[config.mk]
export PLATFORM = sky130hd
export DESIGN_NAME = seg_scan_driver
export DESIGN_NICKNAME = d
export VERILOG_FILES = /design/src/rtl/seg_pkg.sv /design/src/rtl/seg_scan_driver_hex_decode.sv /design/src/rtl/seg_scan_driver.sv
export SDC_FILE = /design/constraint.sdc
export NUM_CORES = 1
export LEC_CHECK = 0
export BUFFER_PORTS_ARGS = -buffer_cell sky130_fd_sc_hd__buf_2
export CAP_MARGIN = 30
export CELL_PAD_IN_SITES_DETAIL_PLACEMENT = 0
export CELL_PAD_IN_SITES_GLOBAL_PLACEMENT = 1
export CORE_UTILIZATION = 35
export DETAILED_ROUTE_END_ITERATION = 16
export PLACE_DENSITY = 0.69
export SYNTH_ARGS = -nofsm -noshare
export SYNTH_HDL_FRONTEND = slang
export SYNTH_HIERARCHICAL = 1
export SYNTH_SLANG_ARGS = --single-unit
[constraint.sdc]
create_clock -name clk -period 3.6 [get_ports clk]
set_clock_uncertainty 0.1 [all_clocks]
set_input_delay 0.18 -clock clk [delete_from_list [all_inputs] [get_ports clk]]
set_output_delay 0.18 -clock clk [all_outputs]
set_load 0.02 [all_outputs]
[src/rtl/seg_pkg.sv]
// Shared constants for the 7-segment scan driver.
// Segment vectors are active-low with bit 6..0 = a,b,c,d,e,f,g.
package seg_pkg;

  localparam int SEG_W = 7;
  localparam int SEG_A = 6;
  localparam int SEG_B = 5;
  localparam int SEG_C = 4;
  localparam int SEG_D = 3;
  localparam int SEG_E = 2;
  localparam int SEG_F = 1;
  localparam int SEG_G = 0;

  localparam logic [SEG_W-1:0] SEG_DASH  = 7'b1111110;
  localparam logic [SEG_W-1:0] SEG_BLANK = 7'b1111111;

  // Element 15 is listed first so that HEX_SEG[v] is the glyph for nibble v.
  localparam logic [15:0][SEG_W-1:0] HEX_SEG = {
    7'b0111000,  // F
    7'b0110000,  // E
    7'b1000010,  // d
    7'b0110001,  // C
    7'b1100000,  // b
    7'b0001000,  // A
    7'b0000100,  // 9
    7'b0000000,  // 8
    7'b0001111,  // 7
    7'b0100000,  // 6
    7'b0100100,  // 5
    7'b1001100,  // 4
    7'b0000110,  // 3
    7'b0010010,  // 2
    7'b1001111,  // 1
    7'b0000001   // 0
  };

endpackage

[src/rtl/seg_scan_driver_hex_decode.sv]
// Combinational nibble to active-low abcdefg glyph decoder.
module seg_hex_decode
  import seg_pkg::*;
(
  input  logic [3:0]       nibble,
  output logic [SEG_W-1:0] seg
);

  assign seg = HEX_SEG[nibble];

endmodule

[src/rtl/seg_scan_driver.sv]
// Time-multiplexed N-digit common-anode 7-segment driver with frame-aligned
// commit of new digit data, per-digit blank and blink.
module seg_scan_driver
  import seg_pkg::*;
#(
  parameter int NUM_DIGITS   = 4,
  parameter int REFRESH_DIV  = 100000,
  parameter int BLINK_FRAMES = 64
) (
  input  logic                    clk,
  input  logic                    reset,
  input  logic                    load,
  input  logic [4*NUM_DIGITS-1:0] digits_in,
  input  logic [NUM_DIGITS-1:0]   blank_in,
  input  logic [NUM_DIGITS-1:0]   blink_in,
  output logic [SEG_W-1:0]        seg,
  output logic [NUM_DIGITS-1:0]   an,
  output logic                    frame_done
);

  localparam int DIV_W = $clog2(REFRESH_DIV);
  localparam int IDX_W = (NUM_DIGITS > 1) ? $clog2(NUM_DIGITS) : 1;
  localparam int BLK_W = (BLINK_FRAMES > 1) ? $clog2(BLINK_FRAMES) : 1;

  localparam logic [DIV_W-1:0] DIV_LAST = DIV_W'(REFRESH_DIV - 1);
  localparam logic [IDX_W-1:0] IDX_LAST = IDX_W'(NUM_DIGITS - 1);
  localparam logic [BLK_W-1:0] BLK_LAST = BLK_W'(BLINK_FRAMES - 1);

  logic [DIV_W-1:0]        div_cnt_reg;
  logic [IDX_W-1:0]        idx_reg;
  logic [BLK_W-1:0]        blink_cnt_reg;
  logic                    blink_phase_reg;
  logic                    pending_reg;
  logic                    dash_mode_reg;
  logic [4*NUM_DIGITS-1:0] pend_digits_reg, com_digits_reg;
  logic [NUM_DIGITS-1:0]   pend_blank_reg, com_blank_reg;
  logic [NUM_DIGITS-1:0]   pend_blink_reg, com_blink_reg;

  logic                    slot_end;
  logic                    frame_end;
  logic [3:0]              cur_nibble;
  logic [SEG_W-1:0]        hex_seg;
  logic [SEG_W-1:0]        seg_next;
  logic [NUM_DIGITS-1:0]   an_next;

  assign slot_end   = (div_cnt_reg == DIV_LAST);
  assign frame_end  = slot_end && (idx_reg == IDX_LAST);
  assign cur_nibble = com_digits_reg[4*int'(idx_reg) +: 4];

  seg_hex_decode u_hex_decode (
    .nibble (cur_nibble),
    .seg    (hex_seg)
  );

  always_comb begin
    seg_next = hex_seg;
    if (dash_mode_reg) begin
      seg_next = SEG_DASH;
    end else if (com_blank_reg[idx_reg] || (com_blink_reg[idx_reg] && blink_phase_reg)) begin
      seg_next = SEG_BLANK;
    end
  end

  for (genvar gi = 0; gi < NUM_DIGITS; gi++) begin : g_an
    assign an_next[gi] = (idx_reg != IDX_W'(gi));
  end

  always_ff @(posedge clk) begin
    if (reset) begin
      div_cnt_reg     <= '0;
      idx_reg         <= '0;
      blink_cnt_reg   <= '0;
      blink_phase_reg <= 1'b0;
      pending_reg     <= 1'b0;
      dash_mode_reg   <= 1'b1;
      pend_digits_reg <= '0;
      pend_blank_reg  <= '0;
      pend_blink_reg  <= '0;
      com_digits_reg  <= '0;
      com_blank_reg   <= '0;
      com_blink_reg   <= '0;
      seg             <= SEG_DASH;
      an              <= ~NUM_DIGITS'(1);
      frame_done      <= 1'b0;
    end else begin
      div_cnt_reg <= slot_end ? '0 : div_cnt_reg + DIV_W'(1);
      if (slot_end) begin
        idx_reg <= (idx_reg == IDX_LAST) ? '0 : idx_reg + IDX_W'(1);
      end

      if (load) begin
        pend_digits_reg <= digits_in;
        pend_blank_reg  <= blank_in;
        pend_blink_reg  <= blink_in;
        pending_reg     <= 1'b1;
      end

      // A load landing on the boundary commits directly; pending is cleared
      // either way because the later assignment below takes precedence.
      if (frame_end) begin
        if (blink_cnt_reg == BLK_LAST) begin
          blink_cnt_reg   <= '0;
          blink_phase_reg <= ~blink_phase_reg;
        end else begin
          blink_cnt_reg <= blink_cnt_reg + BLK_W'(1);
        end
        if (load) begin
          com_digits_reg <= digits_in;
          com_blank_reg  <= blank_in;
          com_blink_reg  <= blink_in;
          pending_reg    <= 1'b0;
          dash_mode_reg  <= 1'b0;
        end else if (pending_reg) begin
          com_digits_reg <= pend_digits_reg;
          com_blank_reg  <= pend_blank_reg;
          com_blink_reg  <= pend_blink_reg;
          pending_reg    <= 1'b0;
          dash_mode_reg  <= 1'b0;
        end
      end

      seg        <= seg_next;
      an         <= an_next;
      frame_done <= frame_end;
    end
  end

endmodule
==> run summary, run 1 <==
Most common cell after layout, fill and taps aside = dfxtp_1
Post-synthesis cell area = 3876 um^2
Final Wtd Congestion = 0.7390
Async set-reset flop share out of synthesis = 0%
Vias = 2750
Tot Pwr = 1.963 mW
Largest net degree at the start of global routing = 42
PostCTS Resize Cnt = 0
CP Capture Type = flip-flop
Yosys cell types = 41
Wire per inst = 13.35 um
Yosys reg bits = 88
Worst relative slew slack = 48.11%
F_max = 331.2 MHz
Fin. max-slew vios = 0
Synthesized net count = 426
1st-iter DRT viols = 125
Setup_tns = 0 ns
Routed Antenna Nets = 0
Yosys warns = 6
Post-Layout Cell Count = 566
Hold-fix buffers at CTS = 6
EDFF count, synth = 0
Die height = 107.2 um
Avg Cell Area, Syn = 10.04 um^2
Initial Util = 35.91%
First-pass GRT wire length = 12.77 mm
Initial antenna violation count = 0
Hold Fails Final Rpt = 0
Diode count = 0
Worst reg2reg path depth = 6
Final setup fails = 0
Primary FF master, synth = dfxtp_1
Reg-to-reg slack, setup = 0.58 ns
Worst-Margin Slew = 0.7784 ns
CP max FO = 25
HP Class = primary input to flip-flop
Clock-pin slew on the worst setup and hold paths = 0.09 ns
Core Footprint = 10790 um^2
Critical path class = flip-flop to flip-flop
Seq/Total Area, Yosys = 45.45%
Port bufs = 38
Die ar. = 11500 um^2
GRT overflow = 0
Share of cells above drive strength 1 = 21.83%
Final min period = 3.019 ns
Hold Path Depth = 3
Max reg flops = 17
Pwr dens = 438.7 nW/um^2
Num CTS Buffers = 9
Drt drc = 0
Final worst slack = 0.5808 ns
Setup bufs post-CTS = 0
Post-place setup slack = 0.5924 ns
Gr usage total = 14.40%
Clock sinks = 88
P&R area growth vs syn = 15.46%
Worst EP required = 3.75 ns
Vias per cell = 4.859
DR pass1 iterations = 4
Startpoint types = flip-flop
Cells after Synth = 386
CTS tree = done
# Max-Cap Violations = 0
Clock latency on the worst-skew pair = 0.36 ns
Detailed-route wire length = 7.555 mm
Final period util = 83.87%
Root Driver = clkbuf_8
Leakage power = 1.765 nW
Post-placement cell count = 545
Vias in the first global route = 2678
RSZ-0062 raised after global routing = no
CTS HTree Levels = 3
Commonest non-fill, non-tap cells in the layout = dfxtp_1, nor2_1, buf_2
Die Wd = 107.2 um
Detailed Place HPWL = 5.213 mm
Status = completed
Max VDD drop = 0.2633 mV
Row Count = 38
Crit path DAT = 3.17 ns
Post-Route Utilization = 41.47%
# IOs = 39
Layout net count = 462
Clock buffer depth = 2
cell usage after synthesis, types with 2 or more instances:
cell       count  share of area, %
a211oi_1       2              0.39
a21oi_1       12               1.5
a32o_1         2              0.52
and3_1         4              0.65
buf_2          3              0.39
buf_6          3              0.87
clkbuf_1      16               1.5
dfxtp_1       88                45
ha_1          13               4.2
inv_1         10              0.97
mux2_1         5               1.5
mux2_2        23               6.7
mux2i_1       30               7.7
mux4_2         5               2.9
nand2_1        9              0.87
nand2b_1       3              0.48
nand3_1       12               1.5
nand4_1        6              0.97
nand4bb_1      2              0.58
nor2_1        50               4.8
nor2b_1       24               3.9
nor3_1         8               1.0
o21ai_0        7              0.90
o21ai_1        3              0.39
o31ai_1        5              0.97
or2_2          8               1.3
or3_1          3              0.48
or4_1          7               1.4
xnor2_1        6               1.4
xor2_1         6               1.4
metrics by stage:
step	hold WS, ns	cell area, um^2
after global placement	0.3594	4159
after CTS	0.0002538	4476
final	0.01256	4476
after detailed placement	0.3656	4159
after global routing	0.01748	4476
after floorplan	0.2556	3876
worst max-delay path, cell delays in order (launching register included):
cell and delay [ns]:
dfxtp_1 0.62, ha_1 0.28, or4b_1 0.58, or3_1 0.47
nor3_4 0.14, buf_4 0.33, mux2_2 0.38
metal layers:
metal	wire length, um	GRT usage (%)	vias to the layer above
met5	0	0	-
li1	-	-	1415
met2	3513	22.40	37
met4	91	6.164	0
met1	3666	18.97	1292
met3	283	3.465	6
power by group:
part           leakage [nW]  switching [mW]  internal [mW]  total (mW)
clock                 0.127           0.353          0.530       0.883
combinational         0.924          0.0442         0.0354      0.0796
sequential            0.715         0.00876          0.992        1.00
cell type report:
| type | instances | area, um^2 |
|---|---|---|
| fillers | 1054 | 6317 |
| multi-input cells | 265 | 1964 |
| flip-flops and latches | 88 | 1762 |
| repair buffers | 48 | 280.3 |
| well taps | 140 | 175.2 |
| clock inverters | 5 | 128.9 |
| clock buffers | 10 | 127.6 |
| inverters | 10 | 37.54 |
cells by family (layout without fill, tap and decap cells):
logic type | Yosys count | in the layout | share of synthesized area [%]
flops | 88 | 88 | 45.45
xor+xnor | 12 | 12 | 2.711
buf+inv | 33 | 73 | 3.873
fa+ha+maj | 13 | 13 | 4.196
mux | 63 | 63 | 18.79
simple gates | 141 | 141 | 19.27
compound gates | 36 | 36 | 5.714
final timing paths:
path | startpoint | endpoint
setup / recovery | idx_reg[0] | com_digits_reg[9]
hold / removal | blink_in[0] | pend_blink_reg[0]
setup reg to reg | idx_reg[0] | com_digits_reg[9]
hold reg to reg | dash_mode_reg | dash_mode_reg
Power figures use the tool's default switching activity.
==> run 2, diff against run 1 <==
==> constraint.sdc (replaced) <==
create_clock -name clk -period 2.9 [get_ports clk]
set_clock_uncertainty 0.1 [all_clocks]
set_input_delay 0.145 -clock clk [delete_from_list [all_inputs] [get_ports clk]]
set_output_delay 0.145 -clock clk [all_outputs]
set_load 0.02 [all_outputs]
==> run 2 against run 1 <==
- via count grew 1.5%
- worst hold slack lost 0.0086 ns
- combinational power increased by 38%
- non-clock buffer count grew 13
- routed wire length up 2.0%
- first-iteration DRC count is 29% lower
- critical path depth is the same
- power up 7.5%
- worst setup slack worse by 0.33 ns
- sequential power is 24% higher
- final cell count up 2.5%
- cell area grew 0.62%
- largest cell class unchanged
==> run summary, run 2 (synthesis results as in run 1) <==
CTS tree = done
# Max-Cap Violations = 0 (unchanged)
Final Wtd Congestion = 0.7738 (+4.7%)
CP max FO = 25 (unchanged)
Startpoint types = flip-flop
Fin. max-slew vios = 0 (unchanged)
P&R area growth vs syn = 16.17%
Final setup fails = 0 (unchanged)
Drt drc = 0 (unchanged)
Final period util = 91.52% (+7.7 points)
Die Wd = 107.2 um (unchanged)
Worst relative slew slack = 57.01% (+8.9 points)
Grt met3 use = 3.465% (unchanged)
Crit path DAT = 2.80 ns (-0.37 ns)
Commonest non-fill, non-tap cells in the layout = dfxtp_1, nor2_1, buf_2
F_max = 376.8 MHz (+14%)
Wire per inst = 13.29 um (-0.44%)
Num CTS Buffers = 9 (unchanged)
Leakage power = 1.781 nW (+0.89%)
Clock latency on the worst-skew pair = 0.35 ns (about the same)
First-pass GRT wire length = 12.92 mm (+1.2%)
Vias = 2790 (+1.5%)
Setup_tns = 0 ns (unchanged)
Port bufs = 38 (unchanged)
Share of cells above drive strength 1 = 22.05% (+0.21 points)
M1 GR Usage = 18.90% (-0.068 points)
Switching Fraction = 23.36% (+2.7 points)
Row Count = 38 (unchanged)
Pwr dens = 468.8 nW/um^2 (+6.9%)
Post-placement cell count = 550 (+0.92%)
Post-Layout Cell Count = 580 (+2.5%)
RSZ-0062 raised after global routing = no
Initial Util = 35.91% (unchanged)
Sequential power share = 58.8% (+7.8 points)
Post-Route Utilization = 41.72% (+0.25 points)
Status = completed
Core Footprint = 10790 um^2 (unchanged)
GR Layer Usage met2 = 23.32% (+0.92 points)
Detailed-route wire length = 7.708 mm (+2.0%)
Worst-Margin Slew = 0.6381 ns (-0.1403 ns)
1st-iter DRT viols = 89 (-29%)
Hold Fails Final Rpt = 0 (unchanged)
# IOs = 39 (unchanged)
Layout net count = 475 (+2.8%)
Worst EP required = 3.05 ns (-0.70 ns)
Diode count = 0 (unchanged)
Tot Pwr = 2.111 mW (+7.5%)
Setup bufs post-CTS = 0 (unchanged)
Die height = 107.2 um (unchanged)
Critical path class = flip-flop to flip-flop
P_sw = 0.4932 mW (+22%)
Most common cell after layout, fill and taps aside = dfxtp_1
Clock sinks = 88 (unchanged)
Root Driver = clkbuf_8
Clk pwr share = 36.0% (-9.0 points)
Worst reg2reg path depth = 6 (unchanged)
Initial antenna violation count = 0 (unchanged)
Gr usage total = 14.72% (+0.31 points)
PostCTS Resize Cnt = 0 (unchanged)
Max reg flops = 17 (unchanged)
Clock buffer depth = 2 (unchanged)
GR peak layer = met2
CP Capture Type = flip-flop
DR pass1 iterations = 4 (unchanged)
Clock-pin slew on the worst setup and hold paths = 0.09 ns (about the same)
CTS HTree Levels = 3 (unchanged)
Hold-fix buffers at CTS = 14 (+8)
Combinational share of power = 5.2% (+1.1 points)
Detailed Place HPWL = 5.432 mm (+4.2%)
Max VDD drop = 0.1913 mV (-27%)
HP Class = primary input to flip-flop
Final min period = 2.654 ns (-0.3651 ns)
Vias in the first global route = 2717 (+1.5%)
Hold Path Depth = 3 (unchanged)
Vias per cell = 4.810 (-0.99%)
GRT overflow = 0 (unchanged)
Routed Antenna Nets = 0 (unchanged)
Die ar. = 11500 um^2 (unchanged)
Largest net degree at the start of global routing = 29 (-31%)
Int Pwr = 1.618 mW (+3.9%)
[run 2: cell types whose count changed in the layout (fill, tap and decap cells not counted), sizes merged]
cell and delta:
dlygate4sd3 +8, inv -1, clkinv +2, clkinvlp +1, clkbuf +3, buf +5, bufinv -4
[run 2: path summary, 6_finish.rpt]
check | from | end | slack (ns)
setup / recovery | idx_reg[1] | com_blink_reg[3] | 0.25
hold / removal | digits_in[9] | pend_digits_reg[9] | 0.004
setup reg to reg | idx_reg[1] | com_blink_reg[3] | 0.25
hold reg to reg | dash_mode_reg | dash_mode_reg | 0.38
[run 2: area by class of cell]
type / count / area, um^2
clock buffers: 13 / 148.9
repair buffers: 61 / 397.9
multi-input cells: 265 / 1964
clock inverters: 3 / 17.52
fillers: 1063 / 6290
inverters: 10 / 37.54
flip-flops and latches: 88 / 1762
well taps: 140 / 175.2
[run 2: power by group through the flow]
stage / Combinational, mW / Sequential (mW) / Clock (mW)
after global placement: 0.0958 / 1.27 / 0
final: 0.110 / 1.24 / 0.760
after global routing: 0.124 / 1.25 / 0.845
after CTS: 0.112 / 1.24 / 0.793
after floorplan: 0.0613 / 1.27 / 0
after detailed placement: 0.0970 / 1.27 / 0
[run 2: per-stage QoR]
step                hold WS (ns)  worst slack, ns  cell area, um^2
finish                  0.003967           0.2460             4503
global route             0.01294           0.1128             4503
CTS                     0.003031           0.2460             4503
detailed placement        0.3342           0.2578             4197
global placement          0.3360           0.3225             4197
floorplan                 0.2206           0.3819             3876
[run 2: routing by layer]
layer	wire length [um]	share of wire (%)	up-vias
li1	-	-	1440
met1	3821	50	1283
met2	3438	45	56
met3	319	4.1	11
met4	128	1.7	0
met5	0	0	-
[run 2: worst max-delay path: stages, from the launching register on]
cell and delay [ns]:
dfxtp_1 0.35, ha_1 0.19, or4b_1 0.57, or3_1 0.48, nor3_4 0.14, buf_4 0.33
mux2_2 0.38
